$ cat src/rtl/tqvp_nkanderson_wdt_sched_if.sv
// TinyQV peripheral register bus between the CPU and the WDT scheduler.
// The CPU side is the master; the scheduler is the slave.
interface tqvp_nkanderson_wdt_sched_if;
   logic [5:0]  address;
   logic [31:0] data_in;
   logic [1:0]  data_write_n;
   logic [1:0]  data_read_n;
   logic [31:0] data_out;
   logic        data_ready;

   modport master (
      output address, data_in, data_write_n, data_read_n,
      input  data_out, data_ready
   );

   modport slave (
      input  address, data_in, data_write_n, data_read_n,
      output data_out, data_ready
   );
endinterface

$ cat src/rtl/tqvp_nkanderson_wdt_sched.sv
// Watchdog scheduler: programs the WDT and taps it once all masked clients check in.
// Optional round counter at address 6 when TQVP_WDT_SCHED_ROUND_CNT_EN is defined.
module tqvp_nkanderson_wdt_sched #(
   parameter int          NUM_CLIENTS = 4,
   parameter logic [31:0] TAP_MAGIC   = 32'h0000ABCD,
   parameter logic [15:0] CHECKIN_KEY = 16'hC0DE
) (
   input  logic        clk,
   input  logic        rst_n,
   input  logic [7:0]  ui_in,
   output logic [7:0]  uo_out,
   tqvp_nkanderson_wdt_sched_if.slave bus,
   output logic        user_interrupt,
   output logic [5:0]  wdt_address,
   output logic [31:0] wdt_data,
   output logic [1:0]  wdt_write_n,
   input  logic        wdt_timeout
);

   typedef enum logic [2:0] {
      S_IDLE      = 3'd0,
      S_CFG_CNT   = 3'd1,
      S_CFG_START = 3'd2,
      S_CFG_TAP   = 3'd3,
      S_RUN       = 3'd4,
      S_TAP       = 3'd5,
      S_DIS       = 3'd6,
      S_FAULT     = 3'd7
   } state_t;

   state_t                 state, state_n;
   logic [31:0]            timeout;
   logic [NUM_CLIENTS-1:0] mask;
   logic [NUM_CLIENTS-1:0] pending, pending_n;
   logic                   fault;
   logic [31:0]            wdata;
   logic [7:0]             id_hot;
   logic [7:0]             pend8;
   logic [2:0]             st;
   logic                   wr, arm, disarm, do_arm, do_disarm;
   logic                   live, checkin, all_in, timeout_hit;
   logic                   unused;

   assign st          = state;
   assign wr          = bus.data_write_n != 2'b11;
   assign arm         = wr && bus.address == 6'd0 && wdata[0];
   assign disarm      = wr && bus.address == 6'd0 && wdata[1];
   assign live        = state == S_RUN || state == S_TAP;
   assign do_disarm   = disarm && state != S_IDLE;
   assign do_arm      = arm && !disarm && timeout != 32'd0 &&
                        (state == S_IDLE || state == S_FAULT);
   assign id_hot      = 8'd1 << bus.data_in[2:0];
   assign checkin     = wr && bus.address == 6'd3 && live &&
                        bus.data_in[31:16] == CHECKIN_KEY;
   assign all_in      = mask != '0 && (pending & mask) == mask;
   assign timeout_hit = wdt_timeout && live;
   assign pend8       = 8'(pending);

   assign user_interrupt = fault;
   assign uo_out         = {st, fault, pend8[3:0]};
   assign unused         = &{1'b0, ui_in, pend8[7:4]};

   // Zero-extend narrow writes to a full word.
   always_comb begin
      wdata = bus.data_in;
      case (bus.data_write_n)
         2'b00:   wdata = {24'd0, bus.data_in[7:0]};
         2'b01:   wdata = {16'd0, bus.data_in[15:0]};
         default: wdata = bus.data_in;
      endcase
   end

   // Next-state logic; disarm outranks arm and everything else.
   always_comb begin
      state_n = state;
      if (do_disarm) begin
         state_n = S_DIS;
      end else if (do_arm) begin
         state_n = S_CFG_CNT;
      end else begin
         case (state)
            S_CFG_CNT:   state_n = S_CFG_START;
            S_CFG_START: state_n = S_CFG_TAP;
            S_CFG_TAP:   state_n = S_RUN;
            S_RUN: begin
               if (timeout_hit)  state_n = S_FAULT;
               else if (all_in)  state_n = S_TAP;
            end
            S_TAP:       state_n = timeout_hit ? S_FAULT : S_RUN;
            S_DIS:       state_n = S_IDLE;
            default:     state_n = state;
         endcase
      end
   end

   // WDT write port is a pure function of the current state.
   always_comb begin
      wdt_address = 6'd0;
      wdt_data    = 32'd0;
      wdt_write_n = 2'b11;
      case (state)
         S_CFG_CNT: begin
            wdt_address = 6'd2;
            wdt_data    = timeout;
            wdt_write_n = 2'b10;
         end
         S_CFG_START: begin
            wdt_address = 6'd1;
            wdt_data    = 32'd1;
            wdt_write_n = 2'b10;
         end
         S_CFG_TAP, S_TAP: begin
            wdt_address = 6'd3;
            wdt_data    = TAP_MAGIC;
            wdt_write_n = 2'b10;
         end
         S_DIS: begin
            wdt_address = 6'd0;
            wdt_data    = 32'd0;
            wdt_write_n = 2'b10;
         end
         default: ;
      endcase
   end

   // Pending: round clear first, so a check-in during TAP survives.
   always_comb begin
      pending_n = pending;
      if (state == S_TAP || do_arm || do_disarm) pending_n = '0;
      if (checkin) pending_n = pending_n | id_hot[NUM_CLIENTS-1:0];
   end

   // State, configuration registers, pending and sticky fault.
   always_ff @(posedge clk or negedge rst_n) begin
      if (!rst_n) begin
         state   <= S_IDLE;
         timeout <= 32'd0;
         mask    <= '0;
         pending <= '0;
         fault   <= 1'b0;
      end else begin
         state   <= state_n;
         pending <= pending_n;
         if (wr && bus.address == 6'd1) timeout <= wdata;
         if (wr && bus.address == 6'd2) mask <= wdata[NUM_CLIENTS-1:0];
         if (do_arm) fault <= 1'b0;
         else if (state_n == S_FAULT && state != S_FAULT) fault <= 1'b1;
      end
   end

`ifdef TQVP_WDT_SCHED_ROUND_CNT_EN
   logic [15:0] rounds;

   // Completed tap rounds since the last arm, saturating.
   always_ff @(posedge clk or negedge rst_n) begin
      if (!rst_n) rounds <= 16'd0;
      else if (do_arm) rounds <= 16'd0;
      else if (state == S_TAP && rounds != 16'hFFFF) rounds <= rounds + 16'd1;
   end
`endif

   // Combinational register read mux.
   always_comb begin
      bus.data_ready = bus.data_read_n != 2'b11;
      bus.data_out   = 32'hFFFFFFFF;
      case (bus.address)
         6'd0:    bus.data_out = 32'd0;
         6'd1:    bus.data_out = timeout;
         6'd2:    bus.data_out = 32'(mask);
         6'd3:    bus.data_out = 32'd0;
         6'd4:    bus.data_out = {24'd0, st, 3'd0, fault, live};
         6'd5:    bus.data_out = 32'(pending);
`ifdef TQVP_WDT_SCHED_ROUND_CNT_EN
         6'd6:    bus.data_out = {16'd0, rounds};
`endif
         default: bus.data_out = 32'hFFFFFFFF;
      endcase
   end

endmodule

$ cat src/flat_wrapper.sv
// flat-port wrapper written by rule: the top's interface ports become plain ports
module tqvp_nkanderson_wdt_sched_flat 
#(
   parameter int          NUM_CLIENTS = 4,
   parameter logic [31:0] TAP_MAGIC   = 32'h0000ABCD,
   parameter logic [15:0] CHECKIN_KEY = 16'hC0DE
)
  (clk, rst_n, ui_in, uo_out, user_interrupt, wdt_address, wdt_data, wdt_write_n, wdt_timeout, bus_address, bus_data_in, bus_data_write_n, bus_data_read_n, bus_data_out, bus_data_ready);
  tqvp_nkanderson_wdt_sched_if bus_i ();
  input  logic clk;
  input  logic rst_n;
  input  logic [7:0] ui_in;
  output logic [7:0] uo_out;
  output logic user_interrupt;
  output logic [5:0] wdt_address;
  output logic [31:0] wdt_data;
  output logic [1:0] wdt_write_n;
  input  logic wdt_timeout;
  input wire logic [$bits(bus_i.address)-1:0] bus_address;
  input wire logic [$bits(bus_i.data_in)-1:0] bus_data_in;
  input wire logic [$bits(bus_i.data_write_n)-1:0] bus_data_write_n;
  input wire logic [$bits(bus_i.data_read_n)-1:0] bus_data_read_n;
  output wire logic [$bits(bus_i.data_out)-1:0] bus_data_out;
  output wire logic [$bits(bus_i.data_ready)-1:0] bus_data_ready;
  assign bus_i.address = bus_address;
  assign bus_i.data_in = bus_data_in;
  assign bus_i.data_write_n = bus_data_write_n;
  assign bus_i.data_read_n = bus_data_read_n;
  assign bus_data_out = bus_i.data_out;
  assign bus_data_ready = bus_i.data_ready;
  tqvp_nkanderson_wdt_sched #(.NUM_CLIENTS(NUM_CLIENTS), .TAP_MAGIC(TAP_MAGIC), .CHECKIN_KEY(CHECKIN_KEY)) u_core (.clk(clk), .rst_n(rst_n), .ui_in(ui_in), .uo_out(uo_out), .bus(bus_i), .user_interrupt(user_interrupt), .wdt_address(wdt_address), .wdt_data(wdt_data), .wdt_write_n(wdt_write_n), .wdt_timeout(wdt_timeout));
endmodule
$ cat config.mk
export PLATFORM = sky130hd
export DESIGN_NAME = tqvp_nkanderson_wdt_sched_flat
export DESIGN_NICKNAME = d
export VERILOG_FILES = /design/src/rtl/tqvp_nkanderson_wdt_sched_if.sv /design/src/rtl/tqvp_nkanderson_wdt_sched.sv /design/src/flat_wrapper.sv
export SDC_FILE = /design/constraint.sdc
export NUM_CORES = 1
export LEC_CHECK = 0
export ABC_AREA = 1
export BUFFER_PORTS_ARGS = -buffer_cell sky130_fd_sc_hd__buf_2
export CORE_UTILIZATION = 40
export DETAILED_ROUTE_END_ITERATION = 16
export HOLD_SLACK_MARGIN = 0.15
export PLACE_DENSITY_LB_ADDON = 0.25
export REMOVE_ABC_BUFFERS = 1
export SKIP_LAST_GASP = 1
export SLEW_MARGIN = 20
export SYNTH_ARGS = -nofsm -noshare
export SYNTH_HDL_FRONTEND = slang
export SYNTH_SLANG_ARGS = --single-unit
$ cat constraint.sdc
create_clock -name clk -period 1.3 [get_ports clk]
set_input_delay 0.13 -clock clk [delete_from_list [all_inputs] [get_ports clk]]
set_output_delay 0.13 -clock clk [all_outputs]
set_load 0.01 [all_outputs]
; ---- Word level (Yosys, flattened, before mapping)
; Cells that the tools add are included.
[totals]
word_cells = 72
out_inout_bits = 82
in_bits = 53
regBits = 44
[op_classes]
n_shift = 1
n_eq_ne = 19
n_bitwise = 2
n_mux = 15
reduce_logical = 30
[op_table]
columns = operator, count
row1 = one-hot mux 32 bit (5 select lines), 1
row2 = one-hot mux 32 bit (3 select lines), 1
row3 = one-hot mux 32 bit (2 select lines), 1
row4 = nonzero test 32 bit, 1
row5 = one-hot mux 3 bit (6 select lines), 1
row6 = equality test 16 bit (second input constant), 1
row7 = equality test 3 bit (second input constant), 5
row8 = logical AND 1 bit, 15
row9 = equality test 6 x 2 -> 1 bit (second input constant), 2
row10 = equality test 6 x 3 -> 1 bit (second input constant), 2
row11 = 2-to-1 mux 3 bit, 4
row12 = 2-to-1 mux 4 bit, 2
row13 = equality test 3 x 2 -> 1 bit (second input constant), 2
row14 = equality test 6 x 1 -> 1 bit (second input constant), 1
row15 = logical NOT 6 bit, 1
row16 = one-hot mux 2 bit (3 select lines), 1
row17 = OR reduction 5 bit, 1
row18 = bitwise AND 4 bit, 1
row19 = equality test 4 bit, 1
row20 = logical OR 1 bit, 4
row21 = inequality test 2 bit (second input constant), 2
row22 = OR 4 bit, 1
row23 = nonzero test 4 bit, 1
row24 = OR reduction 2 bit, 2
row25 = 11 further kinds, 13

; ---- Longest topological paths before layout
[logic_depth]
ltp_word = 13
ltp_mapped = 11

; ---- Worst setup path before layout
; OpenSTA, ideal clock, no wires.
[synth_path]
path_type = reg2out
startpoint = register u_core.state[2], in the netlist u_core.st[2]
endpoint = output wdt_data[11]
path_stages_with_launch = 5
t_arrival_ns = 1.212
path_slack_ns = -0.042
path_buffers = 1
required_time_ns = 1.170
path_cell_list = dfrtp_1 > nor3_1 > inv_1 > clkbuf_1 > o21ai_0
[synth_via]
elab_chain_cells = 3
[synth_lines]
columns = element, line_no
row1 = "start, declared", tqvp_nkanderson_wdt_sched.sv:31  ; state_t state, state_n;
row2 = "start signal, assigned", tqvp_nkanderson_wdt_sched.sv:142  ; state <= state_n;
row3 = equality test 3 x 2 -> 1 bit or equality test 3 bit (tied branches), tqvp_nkanderson_wdt_sched.sv:101  ; case (state)
row4 = OR reduction 2 bit, n/a
row5 = one-hot mux 32 bit (3 select lines) (*), tqvp_nkanderson_wdt_sched.sv:101
row6 = "end, declared", flat_wrapper.sv:16  ; output logic [31:0] wdt_data;
; Every way passes the cells marked *; elsewhere a longest branch is shown, timed or not.

; ---- Worst setup path in the final report
[layout_path]
startpoint = register u_core.state[1], in the netlist u_core.st[1]
endpoint = output wdt_data[9]
; Same word-level chain as after synthesis.

==> results.toml <==
[finish]
final_util_pct = 76.9
syn_to_final_growth_pct = 81.8
design_area_um2 = 4990
final_nets = 674
fillers = 452
n_antenna_cell = 0
layout-drive-gt1-share_pct = 50.9

[min_path]
hp-class = "primary input to flop"
min_path_cells = 3
whs_endpoint = "u_core.pending[3]$_DFF_PN0_"
hp-start = "bus_data_in[1]"

[pwr]
peakVddDrop_mv = 0.620
leakage_nw = 2.50
power.internal_mw = 3.88
p_seq_share_pct = 28.6
pwr-share-comb_pct = 57.4
clockPowerShare_pct = 14.0
netSwitchingFraction_pct = 41.5
power_density_nw_per_um2 = 1330
switchingPower_mw = 2.76

[timing]
slew_viol_final = 0
clock_skew_ns = 0.00422
hold_ws_ns = 0.155
timing.final.crit_share_pct = 131
setup_viol = 68
period_minus_slack_ns = 1.71
rsz0062_at_grt = "yes"
setup_slack_ns = -0.406
hold_violations = 0
fmax_mhz = 586

[setup_path]
cp_num_buf_inv = 3
critPathLaunchType = "flop"
worstReg2RegEnd = "u_core.pending[3]$_DFF_PN0_"
critPathMaxFanout = 23
critPathCaptureType = "output port"
max_stage_delay_ns = 0.47
critPathLaunch = "u_core.st[1]$_DFF_PN0_"
cpMaxStageDelayCell = "dfrtp_2"
critPathTopFamily = "flip-flops"
reg2reg_slack_ns = -0.24
reg2reg_depth = 8
arrival_ns = 1.58
r2r-start = "u_core.st[1]$_DFF_PN0_"
worst_ep_required_time_ns = 1.17
crit_chain = "nor3_4 -> inv_2 -> buf_12 -> o21ai_1 -> buf_2"
crit_type = "flop to output port"

[clock_network]
clockBufferDepth = 2
clk_transition_reported_paths_ns = 0.08
numCtsBuffers = 5
clk_latency_ns = 0.29
cts.sinks = 44
cts_tree = "yes"
clockRootBuffer = "clkbuf_8"
h-tree-depth = 2

[floorplan]
die_height_um = 84.9
fp-row-count = 29
pin_count = 135
initial_utilization_pct = 42.3
dieWidth_um = 84.9
die_area_um2 = 7200
core_um2 = 6490

[routing]
finalWirelength_um = 11100
vias = 3675
drtAntennaViolNets = 0
wl_per_cell_um = 15.9
drc = 9
dr.pass1.iters = 11
drt_iter0_drc = 307
viasPerCell = 5.27

[place]
place_hpwl_um = 6560
placed_area_um2 = 3870
place_ws_ns = -0.190
port_buffers = 121
gp_congestion = 0.841

[logic_synthesis]
synth_edf_count = 0
yosysTopAreaCell = "dfrtp_1"
ys_seq_elements = 44
async_flop_share_pct = 100
synth.most_common_cell = "o21ai_0"
yosysUniqueCellTypes = 34
synth_top_area_share_pct = 40.1
synth-seq-area-share_pct = 40.1
synthCells = 389
yosys-top-cells-count = "o21ai_0 (67), nand2_1 (65), nor2_1 (52)"
syn_area_per_cell_um2 = 7.06
yosys_warnings = 0
synth_flop_cell = "dfrtp_1"
syn_area_um2 = 2750
yosys-top-cells-area = "dfrtp_1 (40%), o21ai_0 (12%), nand2_1 (8.9%), nor2_1 (7.1%), inv_1 (6.6%)"

[global_routing]
grt_usage_pct = 29.9
grt_remaining_overflow = 0
antenna_found_initial = 0
grt_max_degree = 45
grt_pass1_wl_um = 17000
grt_pass1_vias = 3501

[status]
status = "finished with violations"
violations = "DRC, setup timing"

[flow_run]
cap_violations = 0
-- state kept, by name, indices dropped and copies added, names as in the netlist --
register,cells
u_core.mask,4
u_core.pending,4
u_core.st,3
u_core.timeout,32
u_core.user_interrupt,1
-- worst max-delay path by stage --
stage / endpoint / cells past startpoint
2_1_floorplan: wdt_write_n[0] / 6
3_3_place_gp: wdt_data[0] / 7
3_5_place_dp: u_core.pending[3]$_DFF_PN0_ / 7
4_1_cts: wdt_data[0] / 7
5_1_grt: wdt_data[6] / 8
6_report: wdt_data[9] / 5
-- worst register-to-register path, stage by stage, from the launching register on --
cell and delay (ns):
dfrtp_2 0.47, inv_4 0.10, nand2_4 0.06, buf_4 0.15, nor3b_2 0.14, nand4_1 0.21
nor2_1 0.19, nand3_1 0.09, nand2_1 0.07
-- power groups by stage --
stage	Clock (mW)	Combinational [mW]	Sequential [mW]
floorplan	0	1.30	1.85
detailed placement	0	2.89	1.86
finish	0.930	3.81	1.90
CTS	0.934	3.47	1.85
global route	0.987	4.13	1.93
global placement	0	2.85	1.84
-- cells by family after synthesis --
kind of cell	share of synthesized area (%)
DFF	40.1
AOI/OAI and AO/OA	17.0
buffers and inverters	12.5
and+or+nand+nor	29.7
other	0.273
muxes	0.410
-- layer usage --
layer | global-route usage, % | share of wire (%)
met1 | 37.8 | 40
met3 | 3.31 | 6.6
met4 | 11.6 | 3.2
met2 | 52.7 | 51
met5 | 0 | 0
-- per-stage QoR --
step / setup TNS (ns) / cells / total power [mW]
6_report: -14.26 / 698 / 6.64
5_1_grt: -18.15 / 698 / 7.04
4_1_cts: -11.53 / 690 / 6.25
3_5_place_dp: -5.54 / 630 / 4.75
3_3_place_gp: -4.54 / 630 / 4.69
2_1_floorplan: -5.78 / 367 / 3.15
-- layout by cell type, fill, tap and decap left out, drive strengths merged --
master	count
dfrtp	44
clkbuf	8
buf	212
conb	5
a21oi	4
inv	55
or2	1
a21boi	1
nor3	4
o221ai	3
nand2	69
nand4	6
o211ai	3
o22ai	1
and3	1
nor3b	1
mux2	1
dlygate4sd3	34
a31oi	2
nand3	35
o21ai	71
o2111ai	2
nor4	1
nor2	57
-- repair_timing --
item | CTS | global route
resized for setup | 88 | 72
setup endpoints to repair | 73 | 75
endpoints found under the hold margin | 79 | 0
hold buffers | 34 | 0
setup buffers | 14 | 9
pin swaps | 28 | 18
cloned | 5 | 1
-- layout make-up --
| class | instances | area [µm²] | share of cell area [%] |
|---|---|---|---|
| clock buffer | 7 | 96.3 | 1.93 |
| inverter | 55 | 216 | 4.34 |
| multi-input combinational | 268 | 1610 | 32.3 |
| sequential | 44 | 1100 | 22.1 |
| tap | 77 | 96.3 | 1.93 |
| timing repair buffer | 247 | 1870 | 37.4 |
(Power assumes the default switching activity.)
